--- config.mk ---
export PLATFORM = sky130hd
export DESIGN_NAME = sticker_fetch_flat
export DESIGN_NICKNAME = d
export VERILOG_FILES = /design/src/rtl/cube_pkg.sv /design/src/rtl/sticker_fetch_if.sv /design/src/rtl/sticker_rom.sv /design/src/rtl/sticker_fetch.sv /design/src/flat_wrapper.sv
export SDC_FILE = /design/constraint.sdc
export NUM_CORES = 1
export LEC_CHECK = 0
export CELL_PAD_IN_SITES_DETAIL_PLACEMENT = 1
export CELL_PAD_IN_SITES_GLOBAL_PLACEMENT = 1
export CORE_MARGIN = 2
export CORE_UTILIZATION = 33
export DETAILED_ROUTE_END_ITERATION = 12
export PLACE_DENSITY_LB_ADDON = 0.1
export SYNTH_ARGS = -nofsm -noshare
export SYNTH_HDL_FRONTEND = slang
export SYNTH_SLANG_ARGS = --single-unit
--- constraint.sdc ---
create_clock -name clock -period 3.9 [get_ports clock]
set_input_delay 0.585 -clock clock [delete_from_list [all_inputs] [get_ports clock]]
set_output_delay 0.585 -clock clock [all_outputs]
set_load 0.02 [all_outputs]
--- src/rtl/cube_pkg.sv ---
// Cube geometry shared by the sticker fetch block and its neighbours.
// Facelets are numbered face*9 + row*3 + col, with faces in U,R,F,D,L,B order.
package cube_pkg;

    localparam int unsigned COLOR_W      = 3;
    localparam int unsigned NUM_FACELETS = 54;
    localparam int unsigned NUM_PIECES   = 24;
    localparam int unsigned IDX_W        = 5;
    localparam int unsigned FACELET_W    = $clog2(NUM_FACELETS);

    localparam int unsigned FACE_U = 0;
    localparam int unsigned FACE_R = 1;
    localparam int unsigned FACE_F = 2;
    localparam int unsigned FACE_D = 3;
    localparam int unsigned FACE_L = 4;
    localparam int unsigned FACE_B = 5;

    // Facelet number of a (face,row,col) position.
    function automatic logic [FACELET_W-1:0] facelet_num(input int unsigned face,
                                                         input int unsigned row,
                                                         input int unsigned col);
        return FACELET_W'(face * 9 + row * 3 + col);
    endfunction

    // Corner stickers in learning order: D four, then B, R, F, L, U.
    // Within a face the order is top-left, top-right, bottom-left, bottom-right.
    localparam logic [FACELET_W-1:0] CORNER_POS [24] = '{
        6'd27, 6'd29, 6'd33, 6'd35,   // D
        6'd45, 6'd47, 6'd51, 6'd53,   // B
        6'd9,  6'd11, 6'd15, 6'd17,   // R
        6'd18, 6'd20, 6'd24, 6'd26,   // F
        6'd36, 6'd38, 6'd42, 6'd44,   // L
        6'd0,  6'd2,  6'd6,  6'd8     // U
    };

    // Edge stickers in the same face order: top, left, right, bottom of each face.
    localparam logic [FACELET_W-1:0] EDGE_POS [24] = '{
        6'd28, 6'd30, 6'd32, 6'd34,   // D
        6'd46, 6'd48, 6'd50, 6'd52,   // B
        6'd10, 6'd12, 6'd14, 6'd16,   // R
        6'd19, 6'd21, 6'd23, 6'd25,   // F
        6'd37, 6'd39, 6'd41, 6'd43,   // L
        6'd1,  6'd3,  6'd5,  6'd7     // U
    };

    typedef enum logic [1:0] {
        StIdle,
        StLookup,
        StExtract,
        StEmit
    } fetch_state_e;

endpackage

--- src/rtl/sticker_fetch_if.sv ---
// Request/response handshake bundle between a requester and sticker_fetch.
interface sticker_fetch_if #(
    parameter int unsigned COLOR_W = cube_pkg::COLOR_W,
    parameter int unsigned IDX_W   = cube_pkg::IDX_W
) ();

    logic               req_valid;
    logic               req_ready;
    logic               req_kind;
    logic               req_sweep;
    logic [IDX_W-1:0]   req_index;

    logic               out_valid;
    logic               out_ready;
    logic [COLOR_W-1:0] out_color;
    logic [IDX_W-1:0]   out_index;
    logic               out_last;
    logic               out_err;

    // Requester side: issues requests and consumes responses.
    modport master (
        output req_valid, req_kind, req_sweep, req_index, out_ready,
        input  req_ready, out_valid, out_color, out_index, out_last, out_err
    );

    // Fetch block side.
    modport slave (
        input  req_valid, req_kind, req_sweep, req_index, out_ready,
        output req_ready, out_valid, out_color, out_index, out_last, out_err
    );

endinterface

--- src/rtl/sticker_rom.sv ---
// Registered piece-to-facelet table read. Indices past the table select
// facelet 0 and raise out_of_range so the caller can flag the response.
module sticker_rom #(
    parameter int unsigned IDX_W      = cube_pkg::IDX_W,
    parameter int unsigned NUM_PIECES = cube_pkg::NUM_PIECES
) (
    input  logic                           clock,
    input  logic                           reset_n,
    input  logic                           enable,
    input  logic                           kind,
    input  logic [IDX_W-1:0]               index,
    output logic [cube_pkg::FACELET_W-1:0] facelet,
    output logic                           out_of_range
);

    import cube_pkg::*;

    logic [FACELET_W-1:0] facelet_d;
    logic                 oor_d;

    // Table lookup; the index is only applied to the tables once range-checked.
    always_comb begin
        facelet_d = '0;
        oor_d     = 1'b1;
        if (32'(index) < NUM_PIECES) begin
            oor_d     = 1'b0;
            facelet_d = kind ? EDGE_POS[index] : CORNER_POS[index];
        end
    end

    // Result register, loaded only in the lookup cycle.
    always_ff @(posedge clock) begin
        if (!reset_n) begin
            facelet      <= '0;
            out_of_range <= 1'b0;
        end else if (enable) begin
            facelet      <= facelet_d;
            out_of_range <= oor_d;
        end
    end

endmodule

--- src/rtl/sticker_fetch.sv ---
// Sticker colour fetch: snapshots the packed cube state on request acceptance
// and returns corner or edge sticker colours, one piece or a full sweep, over
// valid/ready handshakes. Each sticker costs lookup, extract and emit cycles.
module sticker_fetch #(
    parameter int unsigned COLOR_W      = cube_pkg::COLOR_W,
    parameter int unsigned NUM_FACELETS = cube_pkg::NUM_FACELETS,
    parameter int unsigned NUM_PIECES   = cube_pkg::NUM_PIECES,
    parameter int unsigned IDX_W        = cube_pkg::IDX_W
) (
    input  logic                            clock,
    input  logic                            reset_n,
    input  logic [COLOR_W*NUM_FACELETS-1:0] cubestate,
    sticker_fetch_if.slave                  bus
);

    import cube_pkg::*;

    fetch_state_e state_q, state_d;

    logic [COLOR_W*NUM_FACELETS-1:0] snapshot_q, snapshot_d;
    logic                            kind_q, kind_d;
    logic                            sweep_q, sweep_d;
    logic [IDX_W-1:0]                idx_q, idx_d;

    logic                            out_valid_q, out_valid_d;
    logic [COLOR_W-1:0]              out_color_q, out_color_d;
    logic [IDX_W-1:0]                out_index_q, out_index_d;
    logic                            out_last_q, out_last_d;
    logic                            out_err_q, out_err_d;

    logic                            rom_enable;
    logic [FACELET_W-1:0]            rom_facelet;
    logic                            rom_oor;

    logic [COLOR_W-1:0]              facelet_color [NUM_FACELETS];

    sticker_rom #(
        .IDX_W      (IDX_W),
        .NUM_PIECES (NUM_PIECES)
    ) u_rom (
        .clock        (clock),
        .reset_n      (reset_n),
        .enable       (rom_enable),
        .kind         (kind_q),
        .index        (idx_q),
        .facelet      (rom_facelet),
        .out_of_range (rom_oor)
    );

    // View the snapshot as an array of facelet colours for indexed extraction.
    always_comb begin
        for (int f = 0; f < int'(NUM_FACELETS); f++) begin
            facelet_color[f] = snapshot_q[COLOR_W*f +: COLOR_W];
        end
    end

    // Next-state and datapath control for the fetch sequence.
    always_comb begin
        state_d     = state_q;
        snapshot_d  = snapshot_q;
        kind_d      = kind_q;
        sweep_d     = sweep_q;
        idx_d       = idx_q;
        out_valid_d = out_valid_q;
        out_color_d = out_color_q;
        out_index_d = out_index_q;
        out_last_d  = out_last_q;
        out_err_d   = out_err_q;
        rom_enable  = 1'b0;

        unique case (state_q)
            StIdle: begin
                if (bus.req_valid) begin
                    snapshot_d = cubestate;
                    kind_d     = bus.req_kind;
                    sweep_d    = bus.req_sweep;
                    idx_d      = bus.req_sweep ? '0 : bus.req_index;
                    state_d    = StLookup;
                end
            end
            StLookup: begin
                rom_enable = 1'b1;
                state_d    = StExtract;
            end
            StExtract: begin
                out_color_d = facelet_color[rom_facelet];
                out_index_d = idx_q;
                out_err_d   = rom_oor;
                // A sweep ends at the last table entry and never wraps.
                out_last_d  = !sweep_q || (32'(idx_q) == NUM_PIECES - 1);
                out_valid_d = 1'b1;
                state_d     = StEmit;
            end
            StEmit: begin
                if (bus.out_ready) begin
                    out_valid_d = 1'b0;
                    if (out_last_q) begin
                        state_d = StIdle;
                    end else begin
                        idx_d   = idx_q + IDX_W'(1);
                        state_d = StLookup;
                    end
                end
            end
            default: begin
                state_d = StIdle;
            end
        endcase
    end

    // State, snapshot and response registers with synchronous reset.
    always_ff @(posedge clock) begin
        if (!reset_n) begin
            state_q     <= StIdle;
            snapshot_q  <= '0;
            kind_q      <= 1'b0;
            sweep_q     <= 1'b0;
            idx_q       <= '0;
            out_valid_q <= 1'b0;
            out_color_q <= '0;
            out_index_q <= '0;
            out_last_q  <= 1'b0;
            out_err_q   <= 1'b0;
        end else begin
            state_q     <= state_d;
            snapshot_q  <= snapshot_d;
            kind_q      <= kind_d;
            sweep_q     <= sweep_d;
            idx_q       <= idx_d;
            out_valid_q <= out_valid_d;
            out_color_q <= out_color_d;
            out_index_q <= out_index_d;
            out_last_q  <= out_last_d;
            out_err_q   <= out_err_d;
        end
    end

    assign bus.req_ready = (state_q == StIdle);
    assign bus.out_valid = out_valid_q;
    assign bus.out_color = out_color_q;
    assign bus.out_index = out_index_q;
    assign bus.out_last  = out_last_q;
    assign bus.out_err   = out_err_q;

endmodule

--- src/flat_wrapper.sv ---
// flat-port wrapper written by rule: the top's interface ports become plain ports
module sticker_fetch_flat import cube_pkg::*;
#(
    parameter int unsigned COLOR_W      = cube_pkg::COLOR_W,
    parameter int unsigned NUM_FACELETS = cube_pkg::NUM_FACELETS,
    parameter int unsigned NUM_PIECES   = cube_pkg::NUM_PIECES,
    parameter int unsigned IDX_W        = cube_pkg::IDX_W
)
  (clock, reset_n, cubestate, bus_req_valid, bus_req_kind, bus_req_sweep, bus_req_index, bus_out_ready, bus_req_ready, bus_out_valid, bus_out_color, bus_out_index, bus_out_last, bus_out_err);
  sticker_fetch_if #(.COLOR_W(COLOR_W), .IDX_W(IDX_W)) bus_i ();
  input  logic clock;
  input  logic reset_n;
  input  logic [COLOR_W*NUM_FACELETS-1:0] cubestate;
  input wire logic [$bits(bus_i.req_valid)-1:0] bus_req_valid;
  input wire logic [$bits(bus_i.req_kind)-1:0] bus_req_kind;
  input wire logic [$bits(bus_i.req_sweep)-1:0] bus_req_sweep;
  input wire logic [$bits(bus_i.req_index)-1:0] bus_req_index;
  input wire logic [$bits(bus_i.out_ready)-1:0] bus_out_ready;
  output wire logic [$bits(bus_i.req_ready)-1:0] bus_req_ready;
  output wire logic [$bits(bus_i.out_valid)-1:0] bus_out_valid;
  output wire logic [$bits(bus_i.out_color)-1:0] bus_out_color;
  output wire logic [$bits(bus_i.out_index)-1:0] bus_out_index;
  output wire logic [$bits(bus_i.out_last)-1:0] bus_out_last;
  output wire logic [$bits(bus_i.out_err)-1:0] bus_out_err;
  assign bus_i.req_valid = bus_req_valid;
  assign bus_i.req_kind = bus_req_kind;
  assign bus_i.req_sweep = bus_req_sweep;
  assign bus_i.req_index = bus_req_index;
  assign bus_i.out_ready = bus_out_ready;
  assign bus_req_ready = bus_i.req_ready;
  assign bus_out_valid = bus_i.out_valid;
  assign bus_out_color = bus_i.out_color;
  assign bus_out_index = bus_i.out_index;
  assign bus_out_last = bus_i.out_last;
  assign bus_out_err = bus_i.out_err;
  sticker_fetch #(.COLOR_W(COLOR_W), .NUM_FACELETS(NUM_FACELETS), .NUM_PIECES(NUM_PIECES), .IDX_W(IDX_W)) u_core (.clock(clock), .reset_n(reset_n), .cubestate(cubestate), .bus(bus_i));
endmodule
==> results of run 1 <==
registers in the layout (all words and copies together) (netlist names):
register,count
u_core.bus.out_color,3
u_core.bus.out_err,1
u_core.bus.out_index,5
u_core.bus.out_last,1
u_core.bus.out_valid,1
u_core.idx_q,5
u_core.kind_q,1
u_core.snapshot_q,162
u_core.state_q,2
u_core.sweep_q,1
u_core.u_rom.facelet,6
u_core.u_rom.out_of_range,1
placed cells by master, fill, tap and decap left out, types with 13 or more instances in the layout:
master / instances
sky130_fd_sc_hd__clkdlybuf4s50_1: 184
sky130_fd_sc_hd__buf_4: 14
sky130_fd_sc_hd__nor2_1: 22
sky130_fd_sc_hd__nand2_1: 346
sky130_fd_sc_hd__mux2i_1: 49
sky130_fd_sc_hd__a21oi_1: 175
sky130_fd_sc_hd__mux4_2: 18
sky130_fd_sc_hd__clkbuf_16: 17
sky130_fd_sc_hd__dfxtp_1: 186
sky130_fd_sc_hd__ha_1: 18
sky130_fd_sc_hd__nand2b_1: 13
cells by family (layout without fill, tap and decap cells):
family	after synthesis	in the layout
compound gates	237	237
xor+xnor	2	2
fa+ha+maj	18	18
buf+inv	98	246
flops	189	189
mux	77	77
simple gates	418	418
stage by stage:
| step | hold slack, ps | worst slack, ps | cells | area, µm² | power [mW] |
|---|---|---|---|---|---|
| floorplan | 422.6 | 1999 | 1039 | 8594 | 4.560 |
| global placement | 439.1 | 1221 | 1490 | 10680 | 5.485 |
| detailed placement | 439.1 | 1159 | 1490 | 10680 | 5.546 |
| CTS | 450.8 | 1175 | 1522 | 11260 | 7.310 |
| global route | 470.3 | 1077 | 1522 | 11260 | 7.712 |
| finish | 448.5 | 1191 | 1522 | 11260 | 7.211 |
area by class of cell:
class / count / area [µm²] / share of cell area, %
Inverter: 13 / 53.80 / 0.4776
Timing Repair Buffer: 201 / 2007 / 17.82
Tap cell: 335 / 419.2 / 3.721
Clock buffer: 18 / 439.2 / 3.899
Sequential cell: 189 / 3787 / 33.62
Multi-Input combinational cell: 752 / 4409 / 39.14
Clock inverter: 14 / 148.9 / 1.322
metal layers:
layer	wire length [µm]	GRT usage, %
met1	12980	27.48
met2	12740	33.41
met3	1063	3.022
met4	335	5.172
met5	0	0
power groups by stage:
stage / logic [mW] / clock network [mW] / registers (mW)
floorplan: 2.04 / 0 / 2.52
global placement: 2.63 / 0 / 2.85
detailed placement: 2.68 / 0 / 2.87
CTS: 2.70 / 1.79 / 2.82
global route: 2.96 / 1.86 / 2.88
finish: 2.65 / 1.74 / 2.82
final timing paths:
check	end	cells past startpoint
setup / recovery	u_core.bus.out_color[0]	5
hold / removal	u_core.bus.out_last	1
setup reg to reg	u_core.bus.out_color[0]	5
hold reg to reg	u_core.bus.out_last	1
==> implementation parameters, run 1 <==
Parameter                              Value

Run status
  Outcome    finished clean

Clocking
  Maximum buffer depth of the clock tree    2
  Clock tree from TritonCTS    done
  Number of levels the H-tree was split into    4
  Number of setup buffers added after CTS    0
  Clock Latency Late Sink    440 ps
  Clock root buffer    sky130_fd_sc_hd__clkbuf_16
  Clock-pin slew on the worst setup and hold paths    80 ps
  Hold bufs inserted after CTS    0
  Clock buffer count from CTS    17
  Number of gates given a new drive strength after cts    0
  Sinks on the clock net    189

Drt
  Starting DRC count in detailed routing    335
  Mean routed wirelength per cell    17.82 µm
  Drt total wl    27120 µm
  Via Count    7728
  Detailed Routing Iterations Pass 1    4
  Mean number of vias per cell    5.078
  Antenna-violating nets left    0
  Post-route DRC violation count    0

Min path
  Worst Hold Class    reg2reg
  Start point of the worst hold path    u_core.sweep_q

Setup path
  Start point of the critical path    u_core.u_rom.facelet[0]
  Largest fanout on the critical path    32
  Endpoint required time on the critical path    4220 ps
  Critical Path Slowest Stage Cell    sky130_fd_sc_hd__dfxtp_2
  Endpoint kind of the worst setup timing path    flip-flop
  Worst r2r src    u_core.u_rom.facelet[0]
  Critical Path Max Stage Delay    960 ps
  Kind of critical path    reg2reg
  Cell family with most CP delay    multiplexers
  Buffering stage count on the worst path with inverters included    1
  Reg-to-reg setup timing slack    1190 ps
  Arrival time reported for the critical path endpoint    3030 ps
  Cells traversed along the worst timing path    buf_4 > mux4_1 > mux4_2 > o32ai_2 > nor3_1
  Startpoint types    flip-flop

Yosys
  Main combinational cell family by area after synthesis    simple AND/OR/NAND/NOR gates
  Post-synthesis cell type count    47
  Main flop type after synthesis    sky130_fd_sc_hd__dfxtp_1
  Cell with the most instances after synthesis    sky130_fd_sc_hd__nand2_1
  Sequential area share after synthesis    44.02%
  Area share of and/or/nand/nor cells after synthesis    19.54%
  Synthesized area per cell    8.272 µm²
  Leading post-synthesis cells by cell area    sky130_fd_sc_hd__dfxtp_1 44%, sky130_fd_sc_hd__nand2_1 15%, sky130_fd_sc_hd__a21oi_1 10%
  Most area-hungry cell type in the Yosys netlist    sky130_fd_sc_hd__dfxtp_1
  Share of flip-flops with an asynchronous set or reset after synthesis    0%
  Post-synthesis register bit count    189
  Cells after synthesis    1039
  Compound-Gate Fraction of Synth Area    15.52%
  Syn Nets    1230
  Post-synthesis mux area share    13.31%
  Synth Area in Adders    2.620%
  Mapped Area    0.008594 mm²
  Area share of the largest cell type after synthesis    44.02%
  EDFF count, synth    0
  Synth cell count leaders    347 x sky130_fd_sc_hd__nand2_1, 189 x sky130_fd_sc_hd__dfxtp_1, 175 x sky130_fd_sc_hd__a21oi_1
  XOR/XNOR Fraction of Synth Area    0.2038%
  Yosys warns    0

Power
  Net switching power figure    2.857 mW
  Part of the power in combinational logic    36.8%
  Switch share    39.62%
  Cell-internal power    4.354 mW
  Peak supply drop    0.3052 mV
  Seq pwr share    39.1%
  Power Dens Cells    640.2 mW/mm²
  Part of the total power dissipated in the clock network    24.2%
  P_leak    4.056 nW

Layout
  Share of final-layout standard cells stronger than drive strength 1    6.403%
  Final net count    1365
  # fillers    3094
  Relative area change from synthesis to final layout    31.07%
  Final core occ    43.60%
  Diodes inserted    0

Die
  Area of the placeable core    0.02584 mm²
  Floorplan die width    165.4 µm
  Die Footprint    0.02735 mm²
  Standard-cell row count    59
  Count of pins on the block boundary    185
  Initial core utilization    33.26%
  Die height    165.4 µm

Timing
  Period utilization    69.46%
  Peak clock frequency supported by timing    0.3692 GHz
  RSZ-0062 raised after global routing    no
  Final hold violation count    0
  Rel. slew slack    36.02%
  Final setup violation count    0
  Time the final worst path needs with I/O delays and setup    2709 ps
  Clk_skew    11.69 ps
  Actual transition at the worst max-transition pin    959.7 ps
  Total Neg Setup Slack    0 ps
  Final-report max-slew violation count    0

Flow run
  Number of max-cap violations    0

Placed design
  Detailed placer's ending HPWL    18900 µm
  Count of buffers from port buffering    184
  Weighted congestion at the end of routability-driven global placement    0.7654

Global routing
  Largest net degree at the start of global routing    117
  Tot GR Track Use    20.13%
  Global route total overflow    0
  Initial antenna violation count    0
  Global-route wire length before repair    42570 µm
  Vias in the first global route    7848
(Power assumes the default switching activity.)
==> run 2: changes to the inputs <==
==> constraint.sdc (replaced) <==
create_clock -name clock -period 2.8 [get_ports clock]
set_input_delay 0.42 -clock clock [delete_from_list [all_inputs] [get_ports clock]]
set_output_delay 0.42 -clock clock [all_outputs]
set_load 0.02 [all_outputs]
==> run 2 against run 1 <==
Effect of this change:
- via count is 1.4% lower
- utilization is 0.26 points higher
- setup slack worse by 700 ps
- sequential share of layout area is 0.20 points lower
- critical path depth is 1 higher
- power is 39% higher
- maximum frequency is 17% higher
- sequential cell count stayed put
==> implementation parameters, run 2 (synthesized netlist as in run 1, its figures left out) <==
Parameter                              Value

Run status
  Outcome    finished clean

Setup path
  Endpoint required time on the critical path    3140 ps (-1080 ps)
  Kind of critical path    reg2reg
  Critical Path Slowest Stage Cell    sky130_fd_sc_hd__dfxtp_2
  Largest fanout on the critical path    21 (-34%)
  Cells traversed along the worst timing path    buf_4 > nor2b_1 > a22oi_1 > a41oi_1 > o21ai_0 > a41o_1
  Endpoint kind of the worst setup timing path    flip-flop
  Startpoint types    flip-flop
  Critical Path Max Stage Delay    650 ps (-310 ps)
  Arrival time reported for the critical path endpoint    2650 ps (-380 ps)

Clocking
  Sinks on the clock net    189 (unchanged)
  Number of setup buffers added after CTS    0 (unchanged)
  Clock buffer count from CTS    17 (unchanged)
  Hold bufs inserted after CTS    0 (unchanged)
  Maximum buffer depth of the clock tree    2 (unchanged)
  Clock-pin slew on the worst setup and hold paths    80 ps (about the same)
  Number of levels the H-tree was split into    4 (unchanged)
  Number of gates given a new drive strength after cts    0 (unchanged)
  Clock root buffer    sky130_fd_sc_hd__clkbuf_16
  Clock Latency Late Sink    440 ps (about the same)
  Clock tree from TritonCTS    done

Power
  Part of the total power dissipated in the clock network    23.4% (-0.8 points)
  Peak supply drop    0.4211 mV (+38%)
  Seq pwr share    37.6% (-1.5 points)
  Net switching power figure    3.949 mW (+38%)
  P_leak    4.090 nW (+0.84%)
  Part of the power in combinational logic    39.0% (+2.2 points)
  Cell-internal power    6.099 mW (+40%)
  Switch share    39.30% (-0.32 points)
  Power Dens Cells    886.7 mW/mm² (+39%)

Timing
  Actual transition at the worst max-transition pin    723.5 ps (-236.2 ps)
  Total Neg Setup Slack    0 ps (unchanged)
  Peak clock frequency supported by timing    0.4322 GHz (+17%)
  Clk_skew    14.04 ps (+2.349 ps)
  RSZ-0062 raised after global routing    no
  Rel. slew slack    51.15% (+15 points)
  Final-layout worst hold slack    445.2 ps (-3.247 ps)
  Period utilization    82.63% (+13 points)
  Time the final worst path needs with I/O delays and setup    2314 ps (-395.2 ps)
  Final-report max-slew violation count    0 (unchanged)
  Final setup violation count    0 (unchanged)
  Final hold violation count    0 (unchanged)

Drt
  Mean routed wirelength per cell    17.92 µm (+0.54%)
  Starting DRC count in detailed routing    416 (+24%)
  Mean number of vias per cell    4.989 (-1.7%)
  Post-route DRC violation count    0 (unchanged)
  Drt total wl    27380 µm (+0.94%)
  Detailed Routing Iterations Pass 1    4 (unchanged)
  Via Count    7623 (-1.4%)
  Antenna-violating nets left    0 (unchanged)

Die
  Standard-cell row count    59 (unchanged)
  Initial core utilization    33.26% (unchanged)
  Floorplan die width    165.4 µm (unchanged)
  Die Footprint    0.02735 mm² (unchanged)
  Count of pins on the block boundary    185 (unchanged)
  Area of the placeable core    0.02584 mm² (unchanged)
  Die height    165.4 µm (unchanged)

Placed design
  Post-Place Cell Area    0.01077 mm² (+0.84%)
  Count of buffers from port buffering    184 (unchanged)
  Detailed placer's ending HPWL    19710 µm (+4.3%)
  Weighted congestion at the end of routability-driven global placement    0.7998 (+4.5%)

Layout
  Leading cell type in the layout, fill and taps excluded    sky130_fd_sc_hd__nand2_1
  Diodes inserted    0 (unchanged)
  Relative area change from synthesis to final layout    31.84%
  Max reg flops    162 (unchanged)
  Share of final-layout standard cells stronger than drive strength 1    6.873% (+0.47 points)
  Registers with the highest flip-flop counts    u_core.snapshot_q (162), u_core.u_rom.facelet (6)
  Final core occ    43.85% (+0.26 points)
  Final net count    1372 (+0.51%)
  Register containing the most flip-flops in the final layout    u_core.snapshot_q
  Area of combinational cells with multiple inputs    0.004409 mm² (unchanged)
  Most frequent cells in the layout    346 x sky130_fd_sc_hd__nand2_1, 186 x sky130_fd_sc_hd__dfxtp_1, 184 x sky130_fd_sc_hd__clkdlybuf4s50_1, 175 x sky130_fd_sc_hd__a21oi_1, 49 x sky130_fd_sc_hd__mux2i_1
  Combined flip-flop and latch cell area    0.003787 mm² (unchanged)
  # fillers    3041 (-1.7%)
  Final standard cell area without fillers    0.01133 mm² (+0.59%)

Global routing
  Tot GR Track Use    20.32% (+0.19 points)
  Global route total overflow    0 (unchanged)
  Largest net degree at the start of global routing    79 (-32%)
  Initial antenna violation count    0 (unchanged)
  Vias in the first global route    7610 (-3.0%)
  Global-route wire length before repair    42680 µm (+0.24%)

Min path
  Worst Hold Class    reg2reg

Flow run
  Number of max-cap violations    0 (unchanged)
## run 2: changes by cell type in the layout (fill, tap and decap cells not counted), sizes merged
cell      previous run  this run
inv                 20        19
clkinvlp             0         1
buf                 17        24
clkinv               7         6
## run 2: layout make-up
type	count	share of cell area (%)
clock buffers	18	3.876
repair buffers	208	18.51
well taps	335	3.699
flip-flops and latches	189	33.43
clock inverters	13	1.104
multi-input cells	752	38.91
inverters	13	0.4748
## run 2: metal layers
layer / routed length [µm] / global-route usage, % / vias up
met5: 0 / 0 / -
met4: 231 / 3.762 / 0
met3: 1071 / 3.222 / 16
met2: 12840 / 33.67 / 146
met1: 13230 / 28.27 / 3632
li1: - / - / 3829
## run 2: per-stage QoR
step	power (mW)	setup slack, ps	std cells
after detailed placement	7.782	482.8	1497
after CTS	10.18	458.3	1528
after floorplan	6.352	899.0	1039
after global routing	10.74	233.7	1528
after global placement	7.710	514.4	1497
final	10.05	486.3	1528
## run 2: power by group through the flow
stage / sequential, mW / combinational [mW] / clock (mW)
2_1_floorplan: 3.51 / 2.85 / 0
3_3_place_gp: 3.82 / 3.89 / 0
3_5_place_dp: 3.84 / 3.95 / 0
4_1_cts: 3.78 / 3.98 / 2.42
5_1_grt: 3.85 / 4.37 / 2.52
6_report: 3.77 / 3.92 / 2.35
## run 2: worst paths after layout
kind | startpoint | endpoint | slack (ps) | depth (start not counted)
worst max-delay path | u_core.u_rom.facelet[0] | u_core.bus.out_color[2] | 490 | 6
worst min-delay path | u_core.sweep_q | u_core.bus.out_last | 450 | 1
worst max register to register | u_core.u_rom.facelet[0] | u_core.bus.out_color[2] | 490 | 6
worst min register to register | u_core.sweep_q | u_core.bus.out_last | 450 | 1
## run 2: worst max-delay path: cells and delay by family (launching register included)
kind / cells / cell delay (ps)
AOI/OAI and AO/OA: 4 / 730
buffers and inverters: 1 / 390
DFF: 1 / 650
and+or+nand+nor: 1 / 440
